$ cat config.mk
export PLATFORM = sky130hd
export DESIGN_NAME = rgbw_frame_sequencer
export DESIGN_NICKNAME = d
export VERILOG_FILES = /design/src/rtl/rgbw_frame_pkg.sv /design/src/rtl/sync2ff.sv /design/src/rtl/rgbw_frame_sequencer.sv
export SDC_FILE = /design/constraint.sdc
export NUM_CORES = 1
export LEC_CHECK = 0
export ABC_AREA = 1
export BUFFER_PORTS_ARGS = -buffer_cell sky130_fd_sc_hd__buf_2
export CAP_MARGIN = 40
export CORE_MARGIN = 1
export CORE_UTILIZATION = 50
export CTS_CLUSTER_DIAMETER = 120
export CTS_CLUSTER_SIZE = 25
export DETAILED_ROUTE_END_ITERATION = 7
export GPL_TIMING_DRIVEN = 0
export PLACE_DENSITY = 0.74
export SYNTH_ARGS = -nofsm -noshare
export SYNTH_HDL_FRONTEND = slang
export SYNTH_SLANG_ARGS = --single-unit
$ cat constraint.sdc
create_clock -name clk -period 1.7 [get_ports clk]
set_input_delay 0.085 -clock clk [delete_from_list [all_inputs] [get_ports clk]]
set_output_delay 0.085 -clock clk [all_outputs]
set_load 0.05 [all_outputs]
$ cat src/rtl/rgbw_frame_pkg.sv
// Shared types and constants for the RGBW SPI frame sequencer.
// Byte positions within a frame and the saturating error counter helper.
package rgbw_frame_pkg;

   typedef enum logic [1:0] {IDLE, RECV, CHECK, DRAIN} state_t;

   localparam int FRAME_LEN = 8;

   localparam int IDX_MODE  = 0;
   localparam int IDX_LINT  = 1;
   localparam int IDX_RED   = 2;
   localparam int IDX_GREEN = 3;
   localparam int IDX_BLUE  = 4;
   localparam int IDX_WHITE = 5;
   localparam int IDX_CIDX  = 6;
   localparam int IDX_CHK   = 7;

   localparam logic [3:0] ERR_MAX = 4'hF;

   function automatic logic [3:0] sat_inc(input logic [3:0] v);
      return (v == ERR_MAX) ? v : v + 4'd1;
   endfunction

endpackage

$ cat src/rtl/sync2ff.sv
// Two-stage synchronizer for pin-level inputs; reset level selects the idle value.
module sync2ff #(
   parameter logic RST_VAL = 1'b1
) (
   input  logic clk,
   input  logic reset,
   input  logic d,
   output logic q
);

   logic meta;

   always_ff @(posedge clk or negedge reset) begin
      if (!reset) begin
         meta <= RST_VAL;
         q    <= RST_VAL;
      end else begin
         meta <= d;
         q    <= meta;
      end
   end

endmodule

$ cat src/rtl/rgbw_frame_sequencer.sv
// Frames SPI bytes into 8-byte checksummed packets and commits colour/mode
// registers atomically; aborted or corrupt frames are only counted and flagged.
module rgbw_frame_sequencer
   import rgbw_frame_pkg::*;
#(
   parameter logic [7:0] MODE_RST = 8'h00,
   parameter logic [7:0] LINT_RST = 8'h00
) (
   input  logic       clk,
   input  logic       reset,
   input  logic       cs,
   input  logic       rdy,
   input  logic [7:0] data_byte,
   output logic [7:0] mode_sync,
   output logic [7:0] lint_sync,
   output logic [7:0] red_sync,
   output logic [7:0] green_sync,
   output logic [7:0] blue_sync,
   output logic [7:0] white_sync,
   output logic [7:0] colorIdx_sync,
   output logic       upd,
   output logic       frame_err,
   output logic [3:0] err_cnt,
   output logic       busy
);

   logic cs_s;
   logic rdy_q;
   logic ev;

   state_t state, state_nxt;
   logic [2:0] idx;
   logic [7:0] acc;
   logic [FRAME_LEN-2:0][7:0] shadow;

   logic start, store, commit, err;

   sync2ff #(.RST_VAL(1'b1)) u_cs_sync (
      .clk   (clk),
      .reset (reset),
      .d     (cs),
      .q     (cs_s)
   );

   assign ev   = rdy & ~rdy_q;
   assign busy = (state != IDLE);

   always_ff @(posedge clk or negedge reset) begin
      if (!reset) begin
         state <= IDLE;
         rdy_q <= 1'b0;
      end else begin
         state <= state_nxt;
         rdy_q <= rdy;
      end
   end

   // A byte arriving with the cs rise still completes the frame if it is the 8th.
   always_comb begin
      state_nxt = state;
      start     = 1'b0;
      store     = 1'b0;
      commit    = 1'b0;
      err       = 1'b0;
      case (state)
         IDLE: if (!cs_s) begin
            state_nxt = RECV;
            start     = 1'b1;
         end
         RECV: begin
            if (ev && idx == 3'(IDX_CHK)) begin
               state_nxt = CHECK;
               store     = 1'b1;
            end else if (cs_s) begin
               state_nxt = IDLE;
               err       = 1'b1;
            end else if (ev) begin
               store = 1'b1;
            end
         end
         CHECK: begin
            state_nxt = DRAIN;
            if (acc == 8'h00) commit = 1'b1;
            else              err    = 1'b1;
         end
         DRAIN: if (cs_s) state_nxt = IDLE;
         default: state_nxt = IDLE;
      endcase
   end

   always_ff @(posedge clk or negedge reset) begin
      if (!reset) begin
         idx    <= '0;
         acc    <= '0;
         shadow <= '0;
      end else if (start) begin
         idx <= '0;
         acc <= '0;
      end else if (store) begin
         if (idx != 3'(IDX_CHK)) shadow[idx] <= data_byte;
         acc <= acc ^ data_byte;
         idx <= idx + 3'd1;
      end
   end

   always_ff @(posedge clk or negedge reset) begin
      if (!reset) begin
         mode_sync     <= MODE_RST;
         lint_sync     <= LINT_RST;
         red_sync      <= '0;
         green_sync    <= '0;
         blue_sync     <= '0;
         white_sync    <= '0;
         colorIdx_sync <= '0;
         upd           <= 1'b0;
         frame_err     <= 1'b0;
         err_cnt       <= '0;
      end else begin
         upd <= commit;
         if (commit) begin
            mode_sync     <= shadow[IDX_MODE];
            lint_sync     <= shadow[IDX_LINT];
            red_sync      <= shadow[IDX_RED];
            green_sync    <= shadow[IDX_GREEN];
            blue_sync     <= shadow[IDX_BLUE];
            white_sync    <= shadow[IDX_WHITE];
            colorIdx_sync <= shadow[IDX_CIDX];
            frame_err     <= 1'b0;
         end
         if (err) begin
            frame_err <= 1'b1;
            err_cnt   <= sat_inc(err_cnt);
         end
      end
   end

endmodule

==> flow_summary.yaml, run 1 <==
status:
  run_status: "complete, but fails checks"
  violations: "negative setup slack"
worst_setup_path:
  cp-start-kind: "flop"
  largest_driver_fanout_on_the_critical_path: 8
  critical_path.reg2reg.endpoint: "shadow[22]$_DFFE_PN0P_"
  cp-end-kind: "flop"
  timing.critical_path.slowest_cell_delay_ns: 0.37
  r2r_cells: 10
  ff2ff_setup_slack_ns: -0.07
  timing.critical_path.arrival_ns: 2.18
  critPathKind: "flop to flop"
  cp_common_cell: "nor2_4"
  cp.required_ns: 2.11
  worst_path_max_delay_cell: "dfrtp_1"
  critical_path.cell_chain: "ha_2 -> ha_4 -> nor2_4 -> nor2_4 -> nand2_2 -> nor2_4 -> buf_8 -> nand2_4 -> nand2_1 -> nand2_1"
  startpoint: "idx[1]$_DFFE_PN0P_"
  worst_setup_path_endpoint: "shadow[22]$_DFFE_PN0P_"
  crit-reg2reg-launch: "idx[1]$_DFFE_PN0P_"
yosys:
  seq_total_area_yosys_pct: 61.0
  synth.most_common_cell: "nand2_1"
  synthesis.area_per_instance_um2: 8.76
  yosys-top-cells-count: "nand2_1 (318), dfrtp_1 (132), nand3_1 (61)"
  ys.warnings.count: 0
  synth.top_cells.by_area: "dfrtp_1 (60%), nand2_1 (22%), nand3_1 (5.6%)"
  synth_nets: 648
  post_synth_design_cell_area_mm2: 0.00550
  async_reset_ff_share_pct: 100
  yosys.cell_types.count: 23
  synth_top_area_share_pct: 60.1
  post_synthesis_cell_count: 628
  post-synth-top-area-cell: "dfrtp_1"
  number_of_synthesized_flops_with_an_enable_pin: 0
  number_of_flip_flops_and_latches_in_the_synthesized_netlist: 134
  synthFlopType: "dfrtp_1"
routing:
  first_iter_violations: 391
  vias: 4612
  route.detailed.drc: 0
  remaining_antenna_violation_count: 0
  wl_um: 13100
  route.detailed.vias_per_inst: 5.21
  detail_route.first_pass.iterations: 5
  post_drt_wl_per_cell_um: 14.7
global_routing:
  met3_track_demand_over_resource_in_global_routing_pct: 6.63
  vias_in_the_first_global_route: 4489
  gr-usage-met2_pct: 39.6
  grt_antenna_before_repair: 0
  overflow: 0
  groute.usage.overall_pct: 24.2
  largest_net_degree_at_the_start_of_global_routing: 88
  groute.layer.met1.usage_pct: 31.2
  grt.busiest_layer: "met2"
  grt_pass1_wl_um: 21100
timing:
  final.setup.worst_slack_ns: -0.0720
  timing.max_slew.rel_slack_pct: 51.0
  slew_viol_final: 0
  finalHoldViolations: 0
  fmax_mhz: 564
  finClkSkew_ns: 0.00761
  worst_slew_pin_slew_ns: 0.734
  setup_total_negative_slack_ns: -2.00
  grt_setup_unrepaired: "true"
  timing.final.crit_share_pct: 104
  period_minus_slack_ns: 1.77
  setup_violations: 51
clock_network:
  clock_latency_reported_for_the_late_side_of_the_worst_skew_pair_ns: 0.53
  maximum_buffer_depth_of_the_clock_tree: 2
  clock_tree.root_cell: "clkbuf_8"
  cts-buffers-inserted: 17
  tritoncts: "yes"
  h_tree_depth: 4
  worst_path_clk_slew_ns: 0.06
  cts_sinks: 134
floorplanning:
  initial_utilization_pct: 52.3
  placementRows: 37
  die-height_um: 107
  io-pin-count: 75
  die_width_um: 107
  fp.coreArea_mm2: 0.0105
  die-area_mm2: 0.0114
power:
  power_leakage_uw: 0.00402
  p_per_area_mw_per_mm2: 1240
  power.switching_fraction_pct: 28.3
  intPower_uw: 6350
  design_power_total_uw: 8860
  peak_ir_drop_on_the_vdd_network_v: 0.000840
  power.share.clock_pct: 41.7
  power_frac_comb_pct: 16.7
  share_seq_of_total_power_pct: 41.5
  power.switching_uw: 2500
final_layout:
  insertedDiodeCount: 0
  areaGrowthSynthToFinish_pct: 29.5
  layout.nets: 756
  drive_above_1_share_pct: 27.0
job:
  timing.max_cap.violations: 0
placement:
  gp_congestion: 0.830
  dp_hpwl_um: 8160
  buffer_ports.inserted: 66
worst_hold_path:
  min-delay-path-class: "primary input to asynchronous set/reset pin"
-- layer usage --
layer | wire length, um | up-vias
met2 | 6560 | 146
met5 | 0 | -
li1 | - | 2180
met1 | 5500 | 2258
met3 | 701 | 28
met4 | 290 | 0
-- how the worst min path moves through the flow --
stage | end | depth (start not counted) | from
global placement | u_cs_sync.meta$_DFF_PN1_ | 1 | cs
finish | colorIdx_sync[4]$_DFFE_PN0P_ | 2 | reset
CTS | shadow[30]$_DFFE_PN0P_ | 3 | data_byte[6]
global route | shadow[45]$_DFFE_PN0P_ | 3 | data_byte[5]
detailed placement | colorIdx_sync[4]$_DFFE_PN0P_ | 1 | reset
floorplan | acc[0]$_DFFE_PN0P_ | 0 | reset
-- power groups by stage --
| stage | logic [uW] | clock network, uW | registers (uW) |
|---|---|---|---|
| 5_1_grt | 1630 | 3880 | 3710 |
| 3_5_place_dp | 1220 | 0 | 3710 |
| 2_1_floorplan | 744 | 0 | 3830 |
| 6_report | 1480 | 3700 | 3680 |
| 3_3_place_gp | 1150 | 0 | 3700 |
| 4_1_cts | 1310 | 3740 | 3660 |
-- repair_timing --
| item | in CTS | in global routing |
|---|---|---|
| gates resized for setup | 15 | 78 |
| pin swaps | 3 | 25 |
| buffers inserted | 8 | 9 |
| cloned | 0 | 1 |
| hold buffers | 4 | 0 |
| endpoints found under the setup margin | 95 | 113 |
| hold endpoints to repair | 144 | 0 |
-- registers in the layout (all words and copies together), names as in the netlist, 3 cells and up --
| signal | flops |
|---|---|
| idx | 3 |
| white_sync | 8 |
| red_sync | 8 |
| lint_sync | 8 |
| green_sync | 8 |
| shadow | 56 |
| err_cnt | 4 |
| colorIdx_sync | 8 |
| acc | 8 |
| mode_sync | 8 |
| blue_sync | 8 |
-- critical path: cells and delay by family, from the launching register on --
kind / cells / cell delay [ns]
AND/OR/NAND/NOR: 7 / 0.75
buffers and inverters: 1 / 0.19
adder cells (fa/ha/maj): 2 / 0.36
flip-flops: 1 / 0.37
-- cells by family (layout without fill, tap and decap cells) --
logic type	Yosys count	count (layout)	synth area share, %
fa+ha+maj	8	8	1.82
buf+inv	50	171	4.03
simple gates	408	408	30.5
flops	134	134	61.0
xor+xnor	2	2	0.319
compound gates	26	26	2.37
-- cell usage in the layout, fill, tap and decap left out, types with 2 or more instances in the layout --
master	Yosys	routed
nand3_1	61	51
nand2_1	318	282
clkinvlp_4	0	3
clkbuf_4	0	3
nand2_4	4	5
clkinv_2	0	3
nor2_1	15	9
buf_2	6	68
a21oi_1	10	10
nand4_1	4	4
dfstp_2	2	2
nor2_4	2	3
dfrtp_1	132	132
inv_1	23	19
nand3_2	0	9
buf_4	5	15
ha_2	0	2
clkbuf_8	0	5
inv_2	0	3
buf_8	0	4
clkbuf_1	14	14
o21ai_0	16	14
buf_6	1	8
nand2_2	1	35
ha_4	0	2
clkbuf_16	0	17
nor2_2	1	6
dlygate4sd3_1	0	4
ha_1	8	4
bufinv_16	0	3
-- area by class of cell --
cell class,instances,area (um^2)
clock inverters,8,120
inverters,23,90.1
clock buffers,24,480
well taps,136,170
plain buffers,27,189
repair buffers,89,576
multi-input cells,444,2140
fillers,809,3380
flip-flops and latches,134,3360
-- stage by stage --
| stage | cells | hold WS (ns) | cell area [um^2] | util, % | setup slack [ns] |
|---|---|---|---|---|---|
| global route | 885 | 0.0455 | 7120 | 67.8 | -0.192 |
| detailed placement | 831 | 0.0497 | 6050 | 57.6 | -0.350 |
| floorplan | 628 | -0.211 | 5510 | - | -0.0339 |
| global placement | 830 | 0.190 | 6010 | 57.2 | -1.11 |
| finish | 885 | 0.0589 | 7120 | 67.8 | -0.0720 |
| CTS | 875 | 0.0464 | 6800 | 64.7 | -0.0281 |
(Power assumes the default switching activity.)
==> inputs of run 2 (changes only) <==
--- a/config.mk
+++ b/config.mk
@@ -8,13 +8,14 @@
 export ABC_AREA = 1
 export BUFFER_PORTS_ARGS = -buffer_cell sky130_fd_sc_hd__buf_2
 export CAP_MARGIN = 40
+export CORE_ASPECT_RATIO = 0.75
 export CORE_MARGIN = 1
 export CORE_UTILIZATION = 50
 export CTS_CLUSTER_DIAMETER = 120
 export CTS_CLUSTER_SIZE = 25
 export DETAILED_ROUTE_END_ITERATION = 7
 export GPL_TIMING_DRIVEN = 0
-export PLACE_DENSITY = 0.74
+export PLACE_DENSITY = 0.7
 export SYNTH_ARGS = -nofsm -noshare
 export SYNTH_HDL_FRONTEND = slang
 export SYNTH_SLANG_ARGS = --single-unit
==> flow_summary.yaml, run 2 (synthesis gave the netlist of run 1 again) <==
routing:
  route.detailed.vias_per_inst: 5.19
  wl_um: 13300
  remaining_antenna_violation_count: 0
  route.detailed.drc: 0
  vias: 4561
  first_iter_violations: 324
  post_drt_wl_per_cell_um: 15.2
  detail_route.first_pass.iterations: 4
worst_setup_path:
  cp.required_ns: 2.05
  timing.critical_path.arrival_ns: 2.10
  cp_common_cell: "nor2_4"
  r2r_cells: 10
  cp-start-kind: "flop"
  timing.critical_path.slowest_cell_delay_ns: 0.39
  ff2ff_setup_slack_ns: -0.05
  timing.critical_path.depth: 10
  critical_path.reg2reg.endpoint: "shadow[39]$_DFFE_PN0P_"
  worst_path_max_delay_cell: "dfrtp_1"
  crit-reg2reg-launch: "idx[1]$_DFFE_PN0P_"
  timing.critical_path.buf_inv: 2
  worst_setup_path_endpoint: "shadow[39]$_DFFE_PN0P_"
  cp_top_family: "simple AND/OR/NAND/NOR gates"
  largest_driver_fanout_on_the_critical_path: 10
  cp-end-kind: "flop"
  critPathKind: "flop to flop"
  critical_path.cell_chain: "ha_2 -> ha_4 -> nor2_2 -> nor2_4 -> nand2_4 -> nor2_4 -> buf_4 -> buf_6 -> nand3_1 -> nand2_1"
  startpoint: "idx[1]$_DFFE_PN0P_"
timing:
  timing.final.crit_share_pct: 103
  worst_slew_pin_slew_ns: 0.828
  fin_hold_ws_ns: 0.129
  finClkSkew_ns: 0.00586
  finalHoldViolations: 0
  period_minus_slack_ns: 1.75
  grt_setup_unrepaired: "true"
  timing.max_slew.rel_slack_pct: 44.5
  fmax_mhz: 572
  slew_viol_final: 0
  final.setup.worst_slack_ns: -0.0482
  setup_violations: 36
  setup_total_negative_slack_ns: -0.732
final_layout:
  largest_register: "shadow"
  stdcell_count: 878
  most_common_library_cell_in_the_layout_ignoring_fill_and_taps: "nand2_1"
  insertedDiodeCount: 0
  areaGrowthSynthToFinish_pct: 30.2
  most-common-layout-cells: "nand2_1 (267), dfrtp_1 (132), buf_2 (69)"
  drive_above_1_share_pct: 27.5
  layout.cell_area.non_filler_mm2: 0.00716
  largest_reg_flops: 56
  layout.nets: 750
power:
  power_leakage_uw: 0.00393
  p_per_area_mw_per_mm2: 1290
  peak_ir_drop_on_the_vdd_network_v: 0.000755
clock_network:
  clock_latency_reported_for_the_late_side_of_the_worst_skew_pair_ns: 0.41
  worst_path_clk_slew_ns: 0.06
  clock_tree.root_cell: "clkbuf_16"
  maximum_buffer_depth_of_the_clock_tree: 2
  h_tree_depth: 4
  cts_sinks: 134
  cts-buffers-inserted: 17
  tritoncts: "yes"
floorplanning:
  fp.coreArea_mm2: 0.0105
  io-pin-count: 75
  initial_utilization_pct: 52.4
  die_width_um: 123
  placementRows: 32
  die-height_um: 92.8
  die-area_mm2: 0.0114
placement:
  gp_congestion: 0.892
  dp_hpwl_um: 8270
  buffer_ports.inserted: 66
  dp_cells: 831
  dp_slack_ns: -0.352
  dpl-instance-area_mm2: 0.00605
global_routing:
  grt_pass1_wl_um: 21600
  overflow: 0
  grt_antenna_before_repair: 0
  groute.usage.overall_pct: 25.2
  vias_in_the_first_global_route: 4347
  largest_net_degree_at_the_start_of_global_routing: 70
worst_hold_path:
  min_delay_path_depth: 3
  min-delay-path-class: "primary input to flop"
job:
  timing.max_cap.violations: 0
status:
  violations: "negative setup slack"
  run_status: "complete, but fails checks"
## run 2: cell count changes in the layout (fill, tap and decap cells not counted), sizes merged
cell         before  now
clkbuf           40   39
buf              96   90
bufinv            3    5
nor2             18   19
dlygate4sd3       4    3
clkinv            3    1
## run 2: worst min path at each step
stage,start,to,slack [ns]
global placement,cs,u_cs_sync.meta$_DFF_PN1_,0.19
CTS,data_byte[7],shadow[7]$_DFFE_PN0P_,0.1
global route,data_byte[7],shadow[15]$_DFFE_PN0P_,0.16
detailed placement,reset,white_sync[5]$_DFFE_PN0P_,0.12
floorplan,reset,acc[0]$_DFFE_PN0P_,-0.21
finish,data_byte[7],shadow[15]$_DFFE_PN0P_,0.13
## run 2: area by class of cell
class / count / area (um^2)
well taps: 136 / 170
repair buffers: 82 / 517
multi-input cells: 445 / 2220
plain buffers: 27 / 163
inverters: 23 / 90.1
fillers: 822 / 3330
clock inverters: 8 / 170
clock buffers: 23 / 478
flip-flops and latches: 134 / 3360
## run 2: metrics by stage
step                      power, uW  util (%)
after global placement         4870      57.3
after CTS                      9080      66.0
after detailed placement       4940      57.7
after global routing           9570      68.2
after floorplan                4580         -
final                          9200      68.2
## run 2: worst register-to-register path: stages (launching register included)
cell	delay [ns]
dfrtp_1	0.39
ha_2	0.20
ha_4	0.14
nor2_2	0.06
nor2_4	0.13
nand2_4	0.08
nor2_4	0.19
buf_4	0.15
buf_6	0.14
nand3_1	0.10
nand2_1	0.11
## run 2: power breakdown
part / leakage (uW) / internal, uW / switching, uW
combinational: 0.00179 / 476 / 1000
clock: 0.000309 / 2710 / 1320
sequential: 0.00183 / 3480 / 219
total: 0.00393 / 6660 / 2540
## run 2: layer usage
metal	GRT usage (%)	wire, um
met1	36.2	6090
met3	5.85	834
met4	6.93	172
met2	38.2	6210
met5	0	0
## run 2: timing repair
action / CTS / global route
buffers inserted: 6 / 5
gates cloned: 2 / 0
hold buffers: 3 / 0
gates resized for setup: 27 / 65
endpoints found under the hold margin: 67 / 0
pin swaps: 7 / 8
setup endpoints to repair: 86 / 109
